$ cat config.mk
export PLATFORM = sky130hd
export DESIGN_NAME = monishvr_fifo_flat
export DESIGN_NICKNAME = d
export VERILOG_FILES = /design/src/rtl/monishvr_fifo_pkg.sv /design/src/rtl/monishvr_fifo_if.sv /design/src/rtl/monishvr_fifo_core.sv /design/src/rtl/monishvr_fifo.sv /design/src/flat_wrapper.sv
export SDC_FILE = /design/constraint.sdc
export NUM_CORES = 1
export LEC_CHECK = 0
export ABC_AREA = 1
export ABC_CLOCK_PERIOD_IN_PS = 2650
export CORE_AREA = 2 2 92 94
export DETAILED_ROUTE_END_ITERATION = 10
export DIE_AREA = 0 0 94 96
export GPL_ROUTABILITY_DRIVEN = 0
export GPL_TIMING_DRIVEN = 0
export SKIP_LAST_GASP = 1
export SYNTH_ARGS = -nofsm -noshare
export SYNTH_HDL_FRONTEND = slang
export SYNTH_SLANG_ARGS = --single-unit
$ cat constraint.sdc
create_clock -name clk -period 2.65 [get_ports clk]
set_clock_uncertainty 0.05 [all_clocks]
set_input_delay 0.3975 -clock clk [delete_from_list [all_inputs] [get_ports clk]]
set_output_delay 0.3975 -clock clk [all_outputs]
set_load 0.02 [all_outputs]
$ cat src/rtl/monishvr_fifo_pkg.sv
// Shared constants and types for the monishvr_fifo block.
//   FIFO_DEPTH / FIFO_WIDTH : default geometry of the buffer
//   *_BIT / *_LSB           : positions of the fields on the TinyTapeout pins
//   fifo_status_t           : flag bundle produced by fifo_core
//   fifo_cnt_w()            : width of an occupancy counter that can hold 0..depth
package fifo_pkg;

  localparam int FIFO_DEPTH = 8;
  localparam int FIFO_WIDTH = 4;

  // ui_in fields
  localparam int WR_EN_BIT = 2;
  localparam int RD_EN_BIT = 3;
  localparam int DATA_LSB  = 4;

  // uo_out fields
  localparam int FULL_BIT  = 0;
  localparam int EMPTY_BIT = 1;
  localparam int DOUT_LSB  = 2;
  localparam int OVF_BIT   = 6;
  localparam int UDF_BIT   = 7;

  // The uio pins drive the count on [3:0] and are inputs on [7:4].
  localparam logic [7:0] UIO_OE_VAL = 8'h0F;

  typedef struct packed {
    logic underflow;
    logic overflow;
    logic full;
    logic empty;
  } fifo_status_t;

  // One extra bit over the pointer width so that a completely full buffer
  // (count == depth) is distinguishable from an empty one.
  function automatic int fifo_cnt_w(input int depth);
    return $clog2(depth) + 1;
  endfunction

endpackage

$ cat src/rtl/monishvr_fifo_if.sv
// TinyTapeout user-project pin bundle for monishvr_fifo.
//   ena     : project enable from the harness
//   ui_in   : dedicated inputs  (enables and write data)
//   uo_out  : dedicated outputs (flags and read data)
//   uio_in  : bidirectional pins, input side
//   uio_out : bidirectional pins, output side (occupancy count)
//   uio_oe  : bidirectional pin output enables
// master = harness side, slave = user project side.
interface monishvr_fifo_if;

  logic       ena;
  logic [7:0] ui_in;
  logic [7:0] uo_out;
  logic [7:0] uio_in;
  logic [7:0] uio_out;
  logic [7:0] uio_oe;

  modport master (
    output ena,
    output ui_in,
    output uio_in,
    input  uo_out,
    input  uio_out,
    input  uio_oe
  );

  modport slave (
    input  ena,
    input  ui_in,
    input  uio_in,
    output uo_out,
    output uio_out,
    output uio_oe
  );

endinterface

$ cat src/rtl/monishvr_fifo_core.sv
// Generic DEPTH x WIDTH synchronous FIFO with registered read data.
//   clk     : system clock, rising edge
//   rst     : asynchronous active-high reset of pointers, count, read data, errors
//   wr_req  : write request (level, one word per edge)
//   rd_req  : read request  (level, one word per edge)
//   din     : write data
//   dout    : read-data register, updated one edge after an accepted read
//   count   : occupancy 0..DEPTH
//   status  : full/empty (from count) and sticky overflow/underflow
// Storage is not reset; only control state and the read-data register are.
module fifo_core
  import fifo_pkg::*;
#(
  parameter int DEPTH = FIFO_DEPTH,
  parameter int WIDTH = FIFO_WIDTH
) (
  input  logic                         clk,
  input  logic                         rst,
  input  logic                         wr_req,
  input  logic                         rd_req,
  input  logic [WIDTH-1:0]             din,
  output logic [WIDTH-1:0]             dout,
  output logic [fifo_cnt_w(DEPTH)-1:0] count,
  output fifo_status_t                 status
);

  localparam int PTR_W = $clog2(DEPTH);
  localparam int CNT_W = fifo_cnt_w(DEPTH);

  logic [WIDTH-1:0] mem [DEPTH];
  logic [PTR_W-1:0] wr_ptr;
  logic [PTR_W-1:0] rd_ptr;
  logic [CNT_W-1:0] cnt;
  logic [WIDTH-1:0] rd_data_p1;
  logic             ovf;
  logic             udf;

  logic full;
  logic empty;
  logic rd_ok;
  logic wr_ok;

  assign full  = (cnt == CNT_W'(DEPTH));
  assign empty = (cnt == '0);

  // A read is only refused when empty, so when full a simultaneous read
  // always frees the slot the write needs.
  assign rd_ok = rd_req && !empty;
  assign wr_ok = wr_req && (!full || rd_ok);

  // Storage: no reset; pointers decide which entries are meaningful.
  always_ff @(posedge clk) begin
    if (wr_ok) begin
      mem[wr_ptr] <= din;
    end
  end

  // Control and read-data register
  always_ff @(posedge clk or posedge rst) begin
    if (rst) begin
      wr_ptr     <= '0;
      rd_ptr     <= '0;
      cnt        <= '0;
      rd_data_p1 <= '0;
      ovf        <= 1'b0;
      udf        <= 1'b0;
    end else begin
      if (wr_ok) begin
        wr_ptr <= wr_ptr + 1'b1;
      end
      if (rd_ok) begin
        // When full with both enables, rd_ptr == wr_ptr: the old head is
        // captured here before the write lands in the same entry.
        rd_data_p1 <= mem[rd_ptr];
        rd_ptr     <= rd_ptr + 1'b1;
      end
      case ({wr_ok, rd_ok})
        2'b10:   cnt <= cnt + 1'b1;
        2'b01:   cnt <= cnt - 1'b1;
        default: cnt <= cnt;
      endcase
      if (wr_req && !wr_ok) begin
        ovf <= 1'b1;
      end
      if (rd_req && empty) begin
        udf <= 1'b1;
      end
    end
  end

  assign dout             = rd_data_p1;
  assign count            = cnt;
  assign status.full      = full;
  assign status.empty     = empty;
  assign status.overflow  = ovf;
  assign status.underflow = udf;

endmodule

$ cat src/rtl/monishvr_fifo.sv
// TinyTapeout wrapper around fifo_core.
//   clk   : system clock
//   rst_n : asynchronous reset, active HIGH (1 = reset) despite its name
//   pins  : TinyTapeout pin bundle (slave side)
//     ui_in[2]=wr_en, ui_in[3]=rd_en, ui_in[7:4]=write data
//     uo_out[0]=full, [1]=empty, [5:2]=read data, [6]=overflow, [7]=underflow
//     uio_out[3:0]=count, uio_oe=8'h0F
// ena, uio_in and ui_in[1:0] are not used; the FIFO runs whenever clocked.
module monishvr_fifo
  import fifo_pkg::*;
#(
  // Count is reported on four pins, so DEPTH may not exceed 8.
  parameter int DEPTH = FIFO_DEPTH
) (
  input  logic            clk,
  input  logic            rst_n,
  monishvr_fifo_if.slave  pins
);

  localparam int CNT_W = fifo_cnt_w(DEPTH);

  logic [FIFO_WIDTH-1:0] dout;
  logic [CNT_W-1:0]      count;
  fifo_status_t          status;
  logic [7:0]            cnt_ext;
  logic                  unused_pins;

  fifo_core #(
    .DEPTH (DEPTH),
    .WIDTH (FIFO_WIDTH)
  ) u_core (
    .clk    (clk),
    .rst    (rst_n),
    .wr_req (pins.ui_in[WR_EN_BIT]),
    .rd_req (pins.ui_in[RD_EN_BIT]),
    .din    (pins.ui_in[DATA_LSB +: FIFO_WIDTH]),
    .dout   (dout),
    .count  (count),
    .status (status)
  );

  assign cnt_ext = 8'(count);

  always_comb begin
    pins.uo_out                          = 8'h00;
    pins.uo_out[FULL_BIT]                = status.full;
    pins.uo_out[EMPTY_BIT]               = status.empty;
    pins.uo_out[DOUT_LSB +: FIFO_WIDTH]  = dout;
    pins.uo_out[OVF_BIT]                 = status.overflow;
    pins.uo_out[UDF_BIT]                 = status.underflow;
  end

  assign pins.uio_out = {4'h0, cnt_ext[3:0]};
  assign pins.uio_oe  = UIO_OE_VAL;

  assign unused_pins = &{1'b0, pins.ena, pins.uio_in, pins.ui_in[1:0]};

endmodule

$ cat src/flat_wrapper.sv
// flat-port wrapper written by rule: the top's interface ports become plain ports
module monishvr_fifo_flat import fifo_pkg::*;
#(
                                                               
  parameter int DEPTH = FIFO_DEPTH
)
  (clk, rst_n, pins_ena, pins_ui_in, pins_uio_in, pins_uo_out, pins_uio_out, pins_uio_oe);
  monishvr_fifo_if pins_i ();
  input  logic clk;
  input  logic rst_n;
  input wire logic [$bits(pins_i.ena)-1:0] pins_ena;
  input wire logic [$bits(pins_i.ui_in)-1:0] pins_ui_in;
  input wire logic [$bits(pins_i.uio_in)-1:0] pins_uio_in;
  output wire logic [$bits(pins_i.uo_out)-1:0] pins_uo_out;
  output wire logic [$bits(pins_i.uio_out)-1:0] pins_uio_out;
  output wire logic [$bits(pins_i.uio_oe)-1:0] pins_uio_oe;
  assign pins_i.ena = pins_ena;
  assign pins_i.ui_in = pins_ui_in;
  assign pins_i.uio_in = pins_uio_in;
  assign pins_uo_out = pins_i.uo_out;
  assign pins_uio_out = pins_i.uio_out;
  assign pins_uio_oe = pins_i.uio_oe;
  monishvr_fifo #(.DEPTH(DEPTH)) u_core (.clk(clk), .rst_n(rst_n), .pins(pins_i));
endmodule
# After elaboration in Yosys (flattened, before gate mapping)

Memory sizes are Yosys's and may differ from the RTL's. A register that Yosys moved wholly into a read port is not among the register bits.
Cells that the tools add are included.

Memories kept: 1
Word-level logic and storage cells: 26
Output and inout port bits: 24
RAM bits: 32
Bits in registers: 12

Mux-type cells: 3
Add/subtract/negate cells: 4
Equality and inequality tests: 3
Reductions and logical operators: 10

Memory list:

| memory            | depth | bits a word | rd ports | clocked after memory_dff | write ports | RTL line                 | source |
|---|---|---|---|---|---|---|---|
| u_core.u_core.mem | 8     | 4           | 1        | 1                        | 1           | monishvr_fifo_core.sv:30 | `logic [WIDTH-1:0] mem [DEPTH];` |

Operators with widths:

| operator                                                               | number |
|---|---|
| 4-bit one-hot mux with 2 select lines                                  | 1 |
| 3-bit by 1-bit adder with 3-bit output (second input constant)         | 2 |
| 4-bit by 1-bit adder with 4-bit output (second input constant)         | 1 |
| 4-bit equality test (second input constant)                            | 1 |
| 1-bit logical AND                                                      | 4 |
| 4-bit zero test                                                        | 1 |
| 4-bit by 1-bit subtractor with 4-bit output (second input constant)    | 1 |
| 1-bit zero test                                                        | 3 |
| 2-bit by 1-bit equality test with 1-bit output (second input constant) | 1 |
| 2-bit equality test (second input constant)                            | 1 |
| 1-bit 2-to-1 mux                                                       | 2 |
| 2-bit nonzero test                                                     | 1 |
| 1-bit logical OR                                                       | 1 |

# Longest topological paths before layout

Gate-level depths: netlist of the first run.

Depth after elaboration: 7
Depth in mapped cells: 13
Depth with buffers taken out: 13

# Cells and area by module

From an unflattened synthesis of the first run, not the netlist that was laid out.

Cells, all modules: 206
Area total of the unflattened synthesis: 2,254.7 um2

Modules (own cells, without submodules):

| module        | times used | cells each | sequential area each (um2) | area an instance (um2) |
|---|---|---|---|---|
| fifo_core     | 1          | 192        | 1,361.3                    | 2,157.1 |
| monishvr_fifo | 1          | 14         | 0.0                        | 97.6 |

# Least setup slack after synthesis of the first run

No wires, ideal clock.

Kind: reg2reg
Start point: register u_core.u_core.cnt[0] (netlist: u_core.u_core.count[0])
End point: register u_core.u_core.cnt[2] (netlist: u_core.u_core.count[2])
Data arrival time: 1.853 ns
Clock period less this slack: 1.985 ns
Setup slack: 0.665 ns
Cell stages (with the launch flop): 13
Path through: dfrtp_1 -> nor2_2 -> nand3_2 -> inv_2 -> nor2_8 -> ha_1 -> nand2_1 -> inv_1 -> nor2_1 -> ha_1 -> a21oi_1 -> xor2_1 -> o21ai_0

Word-level cells in the longest chain between the ends: 7

RTL lines:

| what                                                                                         | RTL line                 | source |
|---|---|---|
| start: declaration                                                                           | monishvr_fifo_core.sv:33 | `logic [CNT_W-1:0] cnt;` |
| start signal: assignment                                                                     | monishvr_fifo_core.sv:78 | `2'b10: cnt <= cnt + 1'b1;` |
| start signal: assignment                                                                     | monishvr_fifo_core.sv:79 | `2'b01: cnt <= cnt - 1'b1;` |
| start signal: assignment                                                                     | monishvr_fifo_core.sv:80 | `default: cnt <= cnt;` |
| 4-bit zero test *                                                                            | monishvr_fifo_core.sv:44 | `assign empty = (cnt == '0);` |
| via u_core.u_core.empty                                                                      | monishvr_fifo_core.sv:39 | `logic empty;` |
| 1-bit zero test *                                                                            | monishvr_fifo_core.sv:48 | `assign rd_ok = rd_req && !empty;` |
| 1-bit logical AND *                                                                          | monishvr_fifo_core.sv:48 |  |
| via u_core.u_core.rd_ok                                                                      | monishvr_fifo_core.sv:40 | `logic rd_ok;` |
| 1-bit logical OR                                                                             | monishvr_fifo_core.sv:49 | `assign wr_ok = wr_req && (!full \|\| rd_ok);` |
| 1-bit logical AND                                                                            | monishvr_fifo_core.sv:49 |  |
| 2-bit by 1-bit equality test with 1-bit output / 2-bit equality test (equally long branches) | monishvr_fifo_core.sv:77 | `case ({wr_ok, rd_ok})` |
| 4-bit one-hot mux with 2 select lines / 2-bit nonzero test (equally long branches)           | --                       |  |

The timed path passes the listed nets; every way through them passes the cells marked *.
A chain may end at the register's enable or synchronous reset.

# Final worst setup path of the first run

Start point: register u_core.u_core.cnt[0] (netlist: u_core.u_core.count[0])
End point: output port pins_uo_out[1]

Word-level cells in the longest chain between the ends: 1

RTL lines:

| what             | RTL line                 | source |
|---|---|---|
| 4-bit zero test  | monishvr_fifo_core.sv:44 |  |
| end: declaration | flat_wrapper.sv:14       | `output wire logic [$bits(pins_i.uo_out)-1:0] pins_uo_out;` |

Every way passes these cells.

==> run summary, run 1 <==
Sw power = 1.08 mW
# clock sinks = 48
Initial core utilization = 28.1%
CP arrival = 1850 ps
Top cells by count, synth = 39 x nor2_1, 32 x edfxtp_1, 29 x nand2_1
GR Overflow Total = 0
DP Worst Slack = 190 ps
Detailed-route via count = 1465
Mux share of post-synthesis cell area = 0%
Switching portion of total power = 37.7%
Inst Count DP = 351
Total wire length = 3.95 mm
Fmax = 0.434 GHz
CTS tree = yes
Max_cap viols = 0
Vias in the first global route = 1398
Synth Flop Type = edfxtp_1
Initial DRT Pass Iterations = 4
Layout cells sized above 1 = 17.3%
Detail Placement HPWL = 3.00 mm
P_leak = 1.13 nW
CP Max Fanout = 6
Xor and xnor fraction of the mapped netlist area = 2.32%
Sequential fraction of design power = 39.2%
Crit. Startpoint = u_core.u_core.count[0]
RSZ-0062 raised after global routing = no
Global-route wire length before repair = 6.70 mm
Fin crit period = 2300 ps
PD cells = 1050 nW/um2
Post-DP Area = 2620 um2
Diode count = 0
Drt initial violations = 63
Share of the synthesized area in compound gates (AO/OA/AOI/OAI) = 5.31%
Row count = 33
Sequential fraction of the synthesis area = 60.1%
Peak VDD IR = 0.288 mV
Synth async-reset ratio = 33.3%
Distinct cells, synth = 26
Antenna-violating nets left = 0
Largest cells by area after synthesis = edfxtp_1 42%, dfrtp_1 18%, nor2_1 6.5%
Synthesized area per cell = 10.4 um2
Synth-to-Final Area Change = 21.0%
Largest family of logic cells by synthesized area = simple AND/OR/NAND/NOR gates
Adder-cell share of the synthesized area = 2.76%
Die area = 9020 um2
Post-CTS setup buffers = 0
Most common cell in the netlist = nor2_1
CTS Buffer Depth = 2
Internal = 1.79 mW
Die Ht = 96 um
Simple-gate share of the synthesized area = 19.3%
Period utilization = 86.9%
Util after Layout = 34.0%
Area of the mapped netlist = 2260 um2
Mapped Cells = 217
Wire per inst = 11.0 um
Post-CTS Resized = 0
Clock Pin Slew Worst Setup and Hold Paths = 90 ps
Initial antenna violation count = 0
Clock Power Share = 18.6%
Fin. max-slew vios = 0
Crit path largest cell delay = 580 ps
Crit end category = output port
Hold slack = 430 ps
Startpoint Class = register
Vias per cell = 4.08
RR Startpoint = u_core.u_core.count[0]
Largest net degree at the start of global routing = 17
Slew HR = 56.1%
Count of flip-flops with a built-in enable after synthesis = 32
Logic pwr share = 42.2%
Final instance area = 2740 um2
Worst setup path class = reg2out
Crit-path cells = nor2_2, nand3_2, inv_2, buf_4, clkdlybuf4s50_1
Worst slew pin tran = 658 ps
CTS Hold Bufs = 0
Final setup vio count = 0
Root cell of the clock tree = clkbuf_8
Pwr Total = 2.88 mW
PnR worst setup slack = 348 ps
Total number of H-tree levels = 2
Final Hold Vio Count = 0
# port buffers = 19
Hold Crit Class = in2async
Final non-filler cell total = 359
Yosys reg bits = 48
Top cell type by total area after synthesis = edfxtp_1
Synth Warn # = 0
Detailed-route DRC error count = 0
Core region area = 8050 um2
CP Data Required Time = 2200 ps
Slowest cell on the critical path = clkdlybuf4s50_1
Worst-skew pair later-pin latency = 300 ps
Horiz. Die Dim = 94 um
GRT Util Overall = 9.87%
Final setup TNS = 0 ps
Net count, final = 277
Num CTS Buffers = 5
Share of the synthesized area in the top cell type = 42.5%
Status = complete, no violations
I/O Pins = 43
## sequential cells by signal, summed over array words and instances (netlist names)
register	count
u_core.u_core.rd_ptr	3
u_core.u_core.wr_ptr	3
u_core.u_core.count	4
u_core.u_core.mem	32
u_core.u_core.ovf	1
u_core.u_core.dout	4
u_core.u_core.udf	1
## critical path: cells and delay by family (launching register included)
kind	cells	cell delay [ps]
buffers and inverters	3	800
and+or+nand+nor	2	280
DFF	1	470
## cells in the final DEF, fill, tap and decap left out, types with 2 or more instances in the layout
cell and count:
inv_1 13, dfrtp_1 16, ha_1 5, buf_6 2, o21bai_1 2, clkdlybuf4s50_1 19, inv_2 5, nand2_1 29
xor2_1 4, nand3_1 15, nor2_2 5, xnor2_1 2, clkbuf_8 5, conb_1 12, o21ai_0 19, buf_4 17
edfxtp_1 32, nor2_1 39
## final cells by class
type	instances	area, um2
Fill cell	823	5310
Sequential cell	48	1360
Multi-Input combinational cell	141	717
Timing Repair Buffer	19	190
Buffer	20	155
Tap cell	105	131
Clock buffer	5	68.8
Inverter	18	67.6
Clock inverter	3	46.3
## cells by family after synthesis
kind of cell,Yosys count
AND/OR/NAND/NOR,95
flip-flops,48
buffers and inverters,38
AO/OA/AOI/OAI,23
XOR/XNOR,6
adder cells (fa/ha/maj),5
other,2
## power groups by stage
stage,combinational (mW),sequential [mW],clock [mW]
finish,1.21,1.13,0.534
CTS,1.23,1.13,0.552
detailed placement,1.22,1.14,0
floorplan,0.799,1.19,0
global placement,1.20,1.14,0
global route,1.38,1.15,0.579
## worst paths after layout
path / cells after the start / endpoint / slack [ps]
worst max register to register: 11 / u_core.u_core.count[2] / 590
worst min register to register: 2 / u_core.u_core.dout[1] / 430
max in group asynchronous: 2 / u_core.u_core.wr_ptr[0] / 1700
min in group clk: 2 / u_core.u_core.dout[1] / 430
worst max-delay path: 5 / pins_uo_out[1] / 350
worst min-delay path: 2 / u_core.u_core.dout[1] / 430
## routing by layer
| layer | wire (um) | GRT usage (%) | vias to the layer above |
|---|---|---|---|
| met5 | 0 | 0 | - |
| met4 | 56 | 3.62 | 0 |
| met3 | 236 | 3.05 | 4 |
| met2 | 1910 | 16.5 | 37 |
| met1 | 1760 | 12.0 | 667 |
| li1 | - | - | 757 |
Power figures use the tool's default switching activity.
==> run 2: changes to the inputs <==
SKIP_LAST_GASP = not set   (was 1)
==> results of run 2 <==
Same layout as run 1: the final DEF is identical, and so are final timing and power.
